===== config.mk =====
export PLATFORM = sky130hd
export DESIGN_NAME = e203_rst_seq
export DESIGN_NICKNAME = d
export VERILOG_FILES = /design/src/rtl/e203_rst_seq.sv
export SDC_FILE = /design/constraint.sdc
export NUM_CORES = 1
export LEC_CHECK = 0
export ABC_AREA = 1
export BUFFER_PORTS_ARGS = -buffer_cell sky130_fd_sc_hd__buf_2
export CORE_ASPECT_RATIO = 0.5
export CORE_UTILIZATION = 36
export CTS_CLUSTER_DIAMETER = 120
export DETAILED_ROUTE_END_ITERATION = 8
export PLACE_DENSITY = 0.57
export SYNTH_ARGS = -nofsm -noshare
export SYNTH_HDL_FRONTEND = slang
export SYNTH_SLANG_ARGS = --single-unit

===== constraint.sdc =====
create_clock -name clk -period 4.1 [get_ports clk]
set_input_delay 0.615 -clock clk [delete_from_list [all_inputs] [get_ports clk]]
set_output_delay 0.615 -clock clk [all_outputs]
set_load 0.02 [all_outputs]

===== src/rtl/e203_rst_seq.sv =====
`default_nettype none
// ============================================================================
// Module   : e203_rst_seq
// Brief    : Debounced, PLL-lock-qualified reset sequencer with cause/count.
//            Optional software reset request: define E203_RSTSEQ_SWRST_EN.
// Revision : 1.0 - initial release
// ============================================================================
module e203_rst_seq #(
  parameter int          SYNC_STAGES = 2,
  parameter logic [15:0] DB_CYCLES   = 16'd50000,
  parameter logic [15:0] HOLD_CYCLES = 16'd16
) (
  input  logic       clk,
  input  logic       rst_n,
  input  logic       erstn_raw,
  input  logic       pll_lock,
`ifdef E203_RSTSEQ_SWRST_EN
  input  logic       sw_rst_req,
`endif
  output logic       sys_rst_n,
  output logic       rst_done,
  output logic [1:0] rst_cause,
  output logic [7:0] rst_cnt
);

  typedef enum logic [1:0] {
    ST_RESET     = 2'd0,
    ST_WAIT_LOCK = 2'd1,
    ST_HOLD      = 2'd2,
    ST_RUN       = 2'd3
  } state_t;

  localparam logic [15:0] C_DB_LAST   = DB_CYCLES - 16'd1;
  localparam logic [15:0] C_HOLD_LAST = HOLD_CYCLES - 16'd1;

  logic [SYNC_STAGES-1:0] btn_sync_q, btn_sync_d;
  logic [SYNC_STAGES-1:0] lock_sync_q, lock_sync_d;
  logic                   btn_db_q, btn_db_d;
  logic [15:0]            db_cnt_q, db_cnt_d;
  logic [15:0]            hold_cnt_q, hold_cnt_d;
  state_t                 state_q, state_d;
  logic                   sys_rst_n_q, sys_rst_n_d;
  logic                   rst_done_q, rst_done_d;
  logic [1:0]             rst_cause_q, rst_cause_d;
  logic [7:0]             rst_cnt_q, rst_cnt_d;
  logic                   btn_s, lock_s, sw_req;

  assign btn_s  = btn_sync_q[SYNC_STAGES-1];
  assign lock_s = lock_sync_q[SYNC_STAGES-1];

`ifdef E203_RSTSEQ_SWRST_EN
  assign sw_req = sw_rst_req;
`else
  assign sw_req = 1'b0;
`endif

  always_comb begin
    btn_sync_d  = {btn_sync_q[SYNC_STAGES-2:0], erstn_raw};
    lock_sync_d = {lock_sync_q[SYNC_STAGES-2:0], pll_lock};
  end

  // A change on btn_s must persist DB_CYCLES consecutive cycles to be accepted.
  always_comb begin
    btn_db_d = btn_db_q;
    db_cnt_d = db_cnt_q;
    if (btn_s == btn_db_q) begin
      db_cnt_d = 16'd0;
    end else if (db_cnt_q == C_DB_LAST) begin
      btn_db_d = btn_s;
      db_cnt_d = 16'd0;
    end else begin
      db_cnt_d = db_cnt_q + 16'd1;
    end
  end

  always_comb begin
    state_d     = state_q;
    hold_cnt_d  = hold_cnt_q;
    rst_cause_d = rst_cause_q;
    rst_cnt_d   = rst_cnt_q;
    unique case (state_q)
      ST_RESET: begin
        if (btn_db_q) state_d = ST_WAIT_LOCK;
      end
      ST_WAIT_LOCK: begin
        if (!btn_db_q) begin
          state_d = ST_RESET;
        end else if (lock_s) begin
          state_d    = ST_HOLD;
          hold_cnt_d = 16'd0;
        end
      end
      ST_HOLD: begin
        if (!btn_db_q)                      state_d = ST_RESET;
        else if (!lock_s)                   state_d = ST_WAIT_LOCK;
        else if (hold_cnt_q == C_HOLD_LAST) state_d = ST_RUN;
        else                                hold_cnt_d = hold_cnt_q + 16'd1;
      end
      ST_RUN: begin
        // Button wins over lock loss, which wins over a software request.
        if (!btn_db_q) begin
          state_d     = ST_RESET;
          rst_cause_d = 2'b01;
        end else if (!lock_s) begin
          state_d     = ST_WAIT_LOCK;
          rst_cause_d = 2'b10;
        end else if (sw_req) begin
          state_d     = ST_HOLD;
          hold_cnt_d  = 16'd0;
          rst_cause_d = 2'b11;
        end
      end
      default: state_d = ST_RESET;
    endcase

    if (state_q == ST_RUN && state_d != ST_RUN && rst_cnt_q != 8'hFF)
      rst_cnt_d = rst_cnt_q + 8'd1;

    sys_rst_n_d = (state_d == ST_RUN);
    rst_done_d  = (state_q == ST_HOLD) && (state_d == ST_RUN);
  end

  always_ff @(posedge clk) begin
    if (!rst_n) begin
      btn_sync_q  <= '0;
      lock_sync_q <= '0;
      btn_db_q    <= 1'b0;
      db_cnt_q    <= 16'd0;
      hold_cnt_q  <= 16'd0;
      state_q     <= ST_RESET;
      sys_rst_n_q <= 1'b0;
      rst_done_q  <= 1'b0;
      rst_cause_q <= 2'b00;
      rst_cnt_q   <= 8'd0;
    end else begin
      btn_sync_q  <= btn_sync_d;
      lock_sync_q <= lock_sync_d;
      btn_db_q    <= btn_db_d;
      db_cnt_q    <= db_cnt_d;
      hold_cnt_q  <= hold_cnt_d;
      state_q     <= state_d;
      sys_rst_n_q <= sys_rst_n_d;
      rst_done_q  <= rst_done_d;
      rst_cause_q <= rst_cause_d;
      rst_cnt_q   <= rst_cnt_d;
    end
  end

  assign sys_rst_n = sys_rst_n_q;
  assign rst_done  = rst_done_q;
  assign rst_cause = rst_cause_q;
  assign rst_cnt   = rst_cnt_q;

endmodule
`default_nettype wire

# After elaboration in Yosys (flattened, before gate mapping)
# Index checks and enable logic that the tools add are counted.
# word_totals
ff_bits	51
inputBits	4
output_inout_bits	12
elab_cells	56
# classes
addsub	3
eq_ne	15
muxes	17
bitwise	2
n_reduce_logical	9
# op_table
cell	count
$mux W16	5
$add A16 B1 Y16 const B	2
$pmux W16 S2	1
$mux W2	10
$eq A16 B16 Y1 const B	1
$eq A16 B4 Y1 const B	1
$ne A2 B2 Y1 const B	7
$add A8 B1 Y8 const B	1
$ne A8 B8 Y1 const B	1
$pmux W2 S4	1
$eq A2 B2 Y1 const B	3
$reduce_and A6 Y1	1
$reduce_and A2 Y1	2
$logic_and A1 B1 Y1	3
$reduce_or A3 Y1	1
$eq A2 B1 Y1 const B	1
$logic_not A2 Y1	1
$not A1 Y1	2
$reduce_bool A2 Y1	1
$eq A1 B1 Y1	1

# Longest topological paths before layout
# Gate-level depths: netlist of the first run.
# depth
word_depth	8
mapped_depth	10
ltp_nobuf	10

# Worst setup path after synthesis of the first run
# No wires, ideal clock.
# synth_timing
path_kind	register to register
from	register rst_cnt_q[0], in the netlist rst_cnt[0]
to	register rst_cnt_q[0], in the netlist rst_cnt[0]
setup_ns	0.132
arrival_ns	1.412
required_time_ns	3.968
path_slack_ns	2.556
path_stages_with_launch	9
path_buffers	0
period_less_slack_ns	1.544
path_cell_list	dfxtp_1 > ha_1 > nand2_1 > nor2_1 > nand3_1 > nand2_1 > inv_2 > o21ai_0 > a21oi_1
# synth_between
elab_chain_len	2
word_cells_on_any_way	3
cone_classes	1 x add/sub; 1 x eq/ne; 1 x reduce/logical
# synth_rtl
item	line	text
from (decl)	45	logic [7:0] rst_cnt_q, rst_cnt_d;
from (signal assigned)	145	rst_cnt_q <= rst_cnt_d;
parallel branches: the longest is 2 deep, another holds $add A8 B1 Y8	n/a	
# Several ways; the timed one is not identified.
# A chain may end at the register's enable or synchronous reset.

# Worst setup path after layout of the first run
# layout_timing
from	register hold_cnt_q[0]
to	register hold_cnt_q[0]
# layout_between
elab_chain_len	5
word_cells_on_any_way	8
cone_classes	1 x add/sub; 2 x eq/ne; 4 x mux; 1 x reduce/logical
# layout_rtl
item	line	text
from (decl)	40	logic [15:0] hold_cnt_q, hold_cnt_d;
from (signal assigned)	140	hold_cnt_q <= hold_cnt_d;
$add A16 B1 Y16	97	else hold_cnt_d = hold_cnt_q + 16'd1;
$mux W16	96	else if (hold_cnt_q == C_HOLD_LAST) state_d = ST_RUN;
$mux W16	95	else if (!lock_s) state_d = ST_WAIT_LOCK;
$mux W16	94	if (!btn_db_q) state_d = ST_RESET;
$pmux W16 S2	81	unique case (state_q)
# Several ways; a longest one is shown, not always the timed one. The select of a mux whose other input is x is not followed.

==> results of run 1 <==
==> metrics by stage <==
step | hold WS, ns | total power [mW] | setup slack (ns) | util | instances
after floorplan | 0.3905 | 0.5174 | 2.556 | - | 386
after global placement | 0.3952 | 0.5219 | 2.076 | 0.4021 | 487
after detailed placement | 0.4037 | 0.5217 | 2.063 | 0.4021 | 487
after CTS | 0.4197 | 0.9355 | 2.241 | 0.4229 | 495
after global routing | 0.4484 | 0.9586 | 2.017 | 0.4229 | 495
final | 0.4161 | 0.9202 | 2.265 | 0.4229 | 495
==> per-layer routing <==
metal	share of wire	vias up	track usage
met5	0	-	0
met4	0.010	0	0.04233
met3	0.038	5	0.05201
met2	0.44	27	0.2526
met1	0.51	1050	0.1945
li1	-	1273	-
==> layout by cell type (no fill, tap or decap), types with 3 or more instances in the layout <==
cell type	count
nand2_1	88
nor2_1	57
inv_1	52
dfxtp_1	51
nand3_1	30
a21oi_1	29
buf_2	15
nor3_1	14
nand4_1	13
o21ai_0	13
xor2_1	10
clkbuf_16	5
or2_2	3
ha_1	3
==> power by group through the flow <==
| stage | sequential, mW | clock [mW] | combinational, mW |
|---|---|---|---|
| detailed placement | 0.510 | 0 | 0.0121 |
| floorplan | 0.509 | 0 | 0.00802 |
| CTS | 0.498 | 0.425 | 0.0121 |
| global route | 0.498 | 0.447 | 0.0135 |
| finish | 0.498 | 0.410 | 0.0117 |
| global placement | 0.510 | 0 | 0.0123 |
==> flip-flops by register name, indices dropped and copies added, names as in the netlist <==
register / cells
db_cnt_q: 16
btn_sync_q: 2
rst_done: 1
sys_rst_n: 1
state_q: 2
hold_cnt_q: 16
rst_cause: 2
btn_db_q: 1
lock_sync_q: 2
rst_cnt: 8
==> layout make-up <==
type / instances / area, sq um / share of cell area
tap: 92 / 115.1 / 0.04000
clock buffer: 6 / 128.9 / 0.04478
inverter: 56 / 212.7 / 0.07391
multi-input combinational: 273 / 1313 / 0.4561
clock inverter: 2 / 12.51 / 0.004348
timing repair buffer: 15 / 75.07 / 0.02609
sequential: 51 / 1021 / 0.3548
==> cell families after synthesis <==
kind of cell / count (synthesis) / share of synthesized area
simple gates: 212 / 0.3601
compound gates: 47 / 0.09584
xor+xnor: 11 / 0.03727
buf+inv: 62 / 0.09729
fa+ha+maj: 3 / 0.01452
flops: 51 / 0.3950
==> worst paths after layout <==
path | start | slack, ns | endpoint | cells after the start
worst max register to register | hold_cnt_q[0] | 2.26 | hold_cnt_q[0] | 8
worst min-delay path | lock_sync_q[0] | 0.42 | lock_sync_q[1] | 2
worst min register to register | lock_sync_q[0] | 0.42 | lock_sync_q[1] | 2
worst max-delay path | hold_cnt_q[0] | 2.26 | hold_cnt_q[0] | 8
==> worst max-delay path: stages, from the launching register on <==
cell and delay (ns):
dfxtp_1 0.41, ha_1 0.36, nand4_1 0.14, nor2_1 0.10
nand2_1 0.14, nand3_4 0.23, inv_4 0.13, o21ai_0 0.16
nor2_1 0.05
==> out/metrics.cfg, run 1 <==
[outcome]
status=complete, no violations

[floorplan]
dieArea_sq_um=7544
dieHeight_um=61.92
num_rows=21
io_pins=16
initial_core_util=0.3798
die_x_um=121.8
core_area_sq_um=6805

[final_layout]
fill_cells=719
area_growth_pct=11.33
drive_gt1_frac=0.07940
antenna_cells=0
fin_area_sq_um=2878
nNetsFinal=409

[grt]
antenna_found_initial=0
grt_first_pass_wirelength_mm=8.894
track_usage=0.1531
grt_max_degree=20
first_global_vias=1949
grt_overflow=0

[timing]
layout_min_cycle_time_ns=1.835
slew_viol_final=0
finalSetupViolations=0
min_period_over_period=0.4476
finalSetupTns_ns=0
timing.fmax_ghz=0.5449
hold_viol_final=0
rsz0062_at_grt=no
max_slew.worst_pin.slew_ns=0.9254
timing.slew.headroom=0.3808
skew_ns=0.003470

[place]
gp_congestion=0.8230
placed_cell_area_sq_um=2736
dpl.hpwl_mm=3.873
numPortBuffers=15

[drt]
drcViolationCount=0
routed_wl_mm=5.371
wl_per_cell_um=10.85
dr.pass1.iters=4
vias=2355
ant_nets=0
drtIter0Drc=134
vias_per_cell=4.758

[pwr]
p_comb_frac=0.013
power_density_nw_per_um2=319.8
peakVddDrop_uv=154.6
seq_power_share=0.541
p_sw_frac=0.2112
switchingPower_mw=0.1944
p_int_mw=0.7258
p_leak_nw=1.123
clkPwrFrac=0.446

[min_path]
hp-class=flip-flop to flip-flop

[clock_network]
path_clk_slew_ns=0.06
cts_sinks=51
cts_resized=0
root_buffer=clkbuf_16
numCtsBuffers=5
cts_setup_buffers=0
holdBufCountCts=0
clock_path_buffers=2
clkLatencyLatePin_ns=0.29
htreeDepth=2
cts_tree=done

[worst_setup_path]
worstPathMaxFanout=19
cp-start-kind=flip-flop
cp_data_required_time_ns=4.29
worst-endpoint-arrival_ns=2.02
worstSetupPathType=flip-flop to flip-flop
setup.worst_path.end_class=flip-flop

[logic_synthesis]
syn_nets=393
ys.warnings.count=0
synthArstFlopShare=0
syn_area_sq_um=2585
synth_area_leaders=dfxtp_1 39%, nand2_1 13%, nor2_1 8.3%
synth_top_flop_cell=dfxtp_1
synth_top_area_cell=dfxtp_1
synth.most_common_cell=nand2_1
yosysSeqAreaShare=0.3950
avgSynthCellArea_sq_um=6.697
synth_edf_count=0
syn_inst=386
synth-seq-cells=51
synth_top_cells_by_count=88 x nand2_1, 57 x nor2_1, 52 x inv_1
synth.distinct_cells=28
synth_top_area_share=0.3950

[run]
maxCapViolCount=0

Power figures use the tool's default switching activity.
==> run 2, diff against run 1 <==
- PLACE_DENSITY: 0.57 -> 0.59
- clock period: 4.1 -> 1.5 ns (I/O delays scaled with it)
==> run 2 against run 1 <==
Largest cell class unchanged. Global-route usage increased by 2.3 points. Cell count increased by 7.9%. Fmax increased by 32%. Clock skew decreased by 0.0018 ns. Sequential share of layout area decreased by 4.3 points. Die area unchanged. First-iteration DRC count increased by 4.5%. Flip-flop and latch count unchanged. Register-to-register slack got worse by 2.2 ns. Worst setup slack got worse by 2.2 ns.
==> out/metrics.cfg, run 2 (same netlist as run 1, synthesis figures left out) <==
[clock_network]
clkLatencyLatePin_ns=0.30
numCtsBuffers=5
path_clk_slew_ns=0.07
cts_sinks=51
htreeDepth=2
cts_tree=done
clock_path_buffers=2
holdBufCountCts=0
root_buffer=clkbuf_16

[worst_setup_path]
rr_worst_depth=8
worstPathMaxFanout=14
r2r_start=hold_cnt_q[10]
worstSetupPathType=flip-flop to flip-flop
slowest_stage=dfxtp_1
crit_top_cell=nor2_1
worst-endpoint-arrival_ns=1.59
reg2reg_to=hold_cnt_q[0]
cpPeakStageDelay_ns=0.37
cp-start-kind=flip-flop
setup.worst_path.end_class=flip-flop
path_cells=nor2_1, nand2_1, nor2_1, nand2_2, nand3_4, inv_6, o21ai_0, nor2_1
rrSetupSlack_ns=0.11
cp_data_required_time_ns=1.69

[drt]
ant_nets=0
maxUsedRoutingLayer=met4
wl_per_cell_um=11.35
wl_met1_mm=3.056
routed_wl_mm=6.061
vias_per_cell=4.699
vias=2509
drtIter0Drc=140
dr_wl_met3_um=194
dr.pass1.iters=4
drcViolationCount=0
wl_met2_mm=2.716

[timing]
min_period_over_period=0.9290
finalSetupViolations=0
skew_ns=0.001705
timing.slew.headroom=0.7967
hold_viol_final=0
fin_hold_ws_ns=0.1097
rsz0062_at_grt=yes
layout_min_cycle_time_ns=1.393
finalSetupTns_ns=0
timing.fmax_ghz=0.7177
layout_setup_ws_ns=0.1066
slew_viol_final=0
max_slew.worst_pin.slew_ns=0.3026

[grt]
grt_first_pass_wirelength_mm=9.998
grt_max_degree=19
track_usage=0.1760
grt_overflow=0
first_global_vias=2177
antenna_found_initial=0

[final_layout]
area_growth_pct=28.36
nNetsFinal=449
mostFrequentLayoutCells=85 x nand2_1, 51 x inv_1, 47 x nor2_1, 40 x dfxtp_1, 34 x buf_4
stdcell_count=534
layout_commonest_cell=nand2_1
fill_cells=684
antenna_cells=0
drive_gt1_frac=0.2262

[run]
maxCapViolCount=0

[min_path]
hold_start=pll_lock
hold_path_end=lock_sync_q[0]
hp-class=primary input to flip-flop
min_delay_path_depth=3

[pwr]
p_leak_nw=1.335
peakVddDrop_uv=412.0
power_density_nw_per_um2=814.8
power_mw=2.704

[floorplan]
dieArea_sq_um=7544
initial_core_util=0.3798
dieHeight_um=61.92
core_area_sq_um=6805
num_rows=21
io_pins=16
die_x_um=121.8

[place]
dpl.hpwl_mm=4.298
dp_cells=523
gp_congestion=0.8369
numPortBuffers=15
dp_slack_ns=0.02280

[outcome]
status=complete, no violations

-- run 2: cell count changes in the layout (fill, tap and decap cells not counted), moves of 2 or more --
cell	delta
dfxtp_2	+11
o21ai_1	+2
o21ai_0	-2
ha_4	+2
nor2_1	-10
nand2_1	-3
nor2_4	+2
nand2_2	+3
buf_6	+4
dfxtp_1	-11
nor2_2	+8
buf_4	+34
ha_1	-2
-- run 2: report_power, final --
group / switching (mW) / internal [mW]
Sequential: 0.00294 / 1.36
Combinational: 0.0279 / 0.0161
Clock: 0.519 / 0.778
-- run 2: metrics by stage --
step,utilization,instance area [sq um]
6_report,0.4876,3318
5_1_grt,0.4876,3318
4_1_cts,0.4712,3207
3_5_place_dp,0.4440,3022
3_3_place_gp,0.4440,3022
2_1_floorplan,-,2587
-- run 2: worst max-delay path by stage --
stage	startpoint	end	slack [ns]
final	hold_cnt_q[10]	hold_cnt_q[0]	0.11
after global routing	db_cnt_q[0]	db_cnt_q[10]	-0.03
after CTS	hold_cnt_q[0]	hold_cnt_q[1]	0.008
after detailed placement	hold_cnt_q[0]	hold_cnt_q[1]	0.02
after global placement	hold_cnt_q[0]	hold_cnt_q[4]	0.03
after floorplan	db_cnt_q[0]	db_cnt_q[13]	0.02
-- run 2: worst max-delay path, delay by kind of cell (launching register included) --
kind / cells / cell delay (ns)
buffers and inverters: 1 / 0.09
AOI/OAI and AO/OA: 1 / 0.15
and+or+nand+nor: 6 / 0.66
DFF: 1 / 0.37
-- run 2: area by class of cell --
class	count	area [sq um]	share of cell area
timing repair buffer	54	395.4	0.1192
clock inverter	2	37.54	0.01131
inverter	56	215.2	0.06486
tap	92	115.1	0.03469
clock buffer	5	125.1	0.03771
sequential	51	1035	0.3118
multi-input combinational	274	1395	0.4204
-- run 2: routing by layer --
metal | global-route usage | vias up
li1 | - | 1355
met1 | 0.2237 | 1126
met2 | 0.2873 | 21
met3 | 0.04380 | 7
met4 | 0.08642 | 0
met5 | 0 | -
-- run 2: what timing repair did --
action                     4_1_cts  5_1_grt
setup endpoints to repair        4       39
buffers inserted                 1        2
pin swaps                        1        7
resized for setup                2       35
cloned                           1        0
==> run 3, diff against run 2 <==
- PLACE_DENSITY: 0.59 -> 0.57
- clock period: 1.5 -> 1.3 ns (I/O delays scaled with it)
==> run 3 against run 2 <==
The flow now finishes with violations (negative setup slack). Fmax is 8.1% lower. Worst hold slack worse by 0.031 ns. Worst setup slack worse by 0.32 ns. Total power is 11% higher. Die area stayed put. Clock power is 5% higher.
==> out/metrics.cfg, run 3 (same netlist as run 1, synthesis figures left out) <==
[final_layout]
nNetsFinal=511
multiInputGateArea_sq_um=1844
antenna_cells=0
fill_cells=552
utilization=0.6279
final-seq-area_sq_um=1052
area_growth_pct=65.30
mostFrequentLayoutCells=88 x buf_4, 61 x nand2_1, 48 x inv_1, 35 x nor2_1, 34 x dfxtp_1
drive_gt1_frac=0.4970
layout_commonest_cell=buf_4

[min_path]
hp-class=primary input to flip-flop
hold_path_end=lock_sync_q[0]
hold_start=pll_lock
min_delay_path_depth=3

[clock_network]
numCtsBuffers=5
cts_tree=done
root_buffer=clkbuf_16
cts_sinks=51
path_clk_slew_ns=0.07
htreeDepth=2
clock_path_buffers=2
clkLatencyLatePin_ns=0.29

[place]
gp_congestion=0.8312
numPortBuffers=15
dpl.hpwl_mm=5.029
dp_slack_ns=-0.2284

[worst_setup_path]
worst-endpoint-arrival_ns=1.71
path_cells=ha_4, nand2_4, nor2_4, inv_2, nor2_4, buf_4, buf_4, buf_4, buf_4, buf_4, inv_2, a21oi_2
r2r_start=db_cnt_q[1]
cp_data_required_time_ns=1.49
cp_top_family=buffers and inverters
worst-path-buf-inv=7
reg2reg_to=db_cnt_q[4]
cpPeakStageDelay_ns=0.34
cp-start-kind=flip-flop
worstSetupPathType=flip-flop to flip-flop
slowest_stage=dfxtp_2
crit_top_cell=buf_4
rrSetupSlack_ns=-0.22
startpoint=db_cnt_q[1]
worstPathMaxFanout=2
setup.worst_path.end_class=flip-flop
rr_worst_depth=12

[pwr]
peakVddDrop_uv=499.9
power_density_nw_per_um2=701.1
p_leak_nw=1.743
power_mw=2.996

[floorplan]
num_rows=21
initial_core_util=0.3798
dieHeight_um=61.92
dieArea_sq_um=7544
die_x_um=121.8
core_area_sq_um=6805
io_pins=16

[timing]
timing.slew.headroom=0.7587
slew_viol_final=0
hold_viol_final=0
max_slew.worst_pin.slew_ns=0.3591
layout_setup_ws_ns=-0.2159
finalSetupViolations=35
rsz0062_at_grt=yes
skew_ns=0.004929
min_period_over_period=1.166
timing.fmax_ghz=0.6597
layout_min_cycle_time_ns=1.516

[drt]
vias_per_cell=4.866
dr_wl_met3_um=174
drcViolationCount=0
dr.pass1.iters=4
drtIter0Drc=128
vias=2905
wl_met1_mm=3.440
wl_per_cell_um=12.86
ant_nets=0
maxUsedRoutingLayer=met4
routed_wl_mm=7.678
wl_met2_mm=3.938

[grt]
grt_first_pass_wirelength_mm=12.08
antenna_found_initial=0
track_usage=0.2081
grt_max_degree=17
first_global_vias=2736
grt_overflow=0

[outcome]
status=finished, violations left
violations=negative setup slack

[run]
maxCapViolCount=0

[run 3: changes by cell type in the layout (fill, tap and decap cells not counted), sizes merged]
| cell | before | now |
|---|---|---|
| buf | 54 | 114 |
| bufinv | 1 | 0 |
| clkinv | 1 | 3 |
| clkbuf | 5 | 6 |
| nand2 | 88 | 89 |
[run 3: final cells by class]
cell class | count | area share
clock buffer | 6 | 0.03250
timing repair inverter | 1 | 0.002050
tap | 92 | 0.02694
timing repair buffer | 114 | 0.2041
multi-input combinational | 275 | 0.4316
sequential | 51 | 0.2463
clock inverter | 2 | 0.003807
inverter | 56 | 0.05271
[run 3: where the power goes]
group | internal (mW) | switching, mW | total, mW
registers | 1.56 | 0.00406 | 1.56
logic | 0.0255 | 0.0465 | 0.0720
clock network | 0.770 | 0.590 | 1.36
[run 3: worst max path at each step]
stage               slack (ns)            end  depth (start not counted)
finish                   -0.22    db_cnt_q[4]                         12
global route             -0.29       btn_db_q                          9
CTS                       -0.1  hold_cnt_q[5]                          8
detailed placement       -0.23   db_cnt_q[15]                          8
global placement         -0.18    db_cnt_q[1]                          8
floorplan                -0.12   db_cnt_q[13]                          9
[run 3: timing repair]
item	4_1_cts	5_1_grt
setup buffers	10	11
endpoints found under the setup margin	43	44
hold buffers	0	0
cloned	2	1
pin swaps	30	24
gates resized for setup	72	76
[run 3: metrics by stage]
stage | hold slack [ns] | setup TNS [ns] | std cells | cell area (sq um)
global placement | 0.3755 | -3.980 | 565 | 3413
detailed placement | 0.3829 | -5.777 | 565 | 3413
global route | 0.08968 | -8.059 | 597 | 4273
CTS | 0.07152 | -1.697 | 585 | 3895
finish | 0.07896 | -4.733 | 597 | 4273
floorplan | 0.2926 | -1.571 | 386 | 2671
[run 3: worst register-to-register path, cell delays in order, from the launching register on]
cell,delay [ns]
dfxtp_2,0.34
ha_4,0.17
nand2_4,0.06
nor2_4,0.04
inv_2,0.07
nor2_4,0.04
buf_4,0.12
buf_4,0.12
buf_4,0.12
buf_4,0.12
buf_4,0.13
inv_2,0.05
a21oi_2,0.04
[run 3: metal layers]
metal,global-route usage,vias to the layer above
met1,0.2430,1378
met2,0.3971,31
met5,0,-
li1,-,1485
met4,0.07584,0
met3,0.03558,11
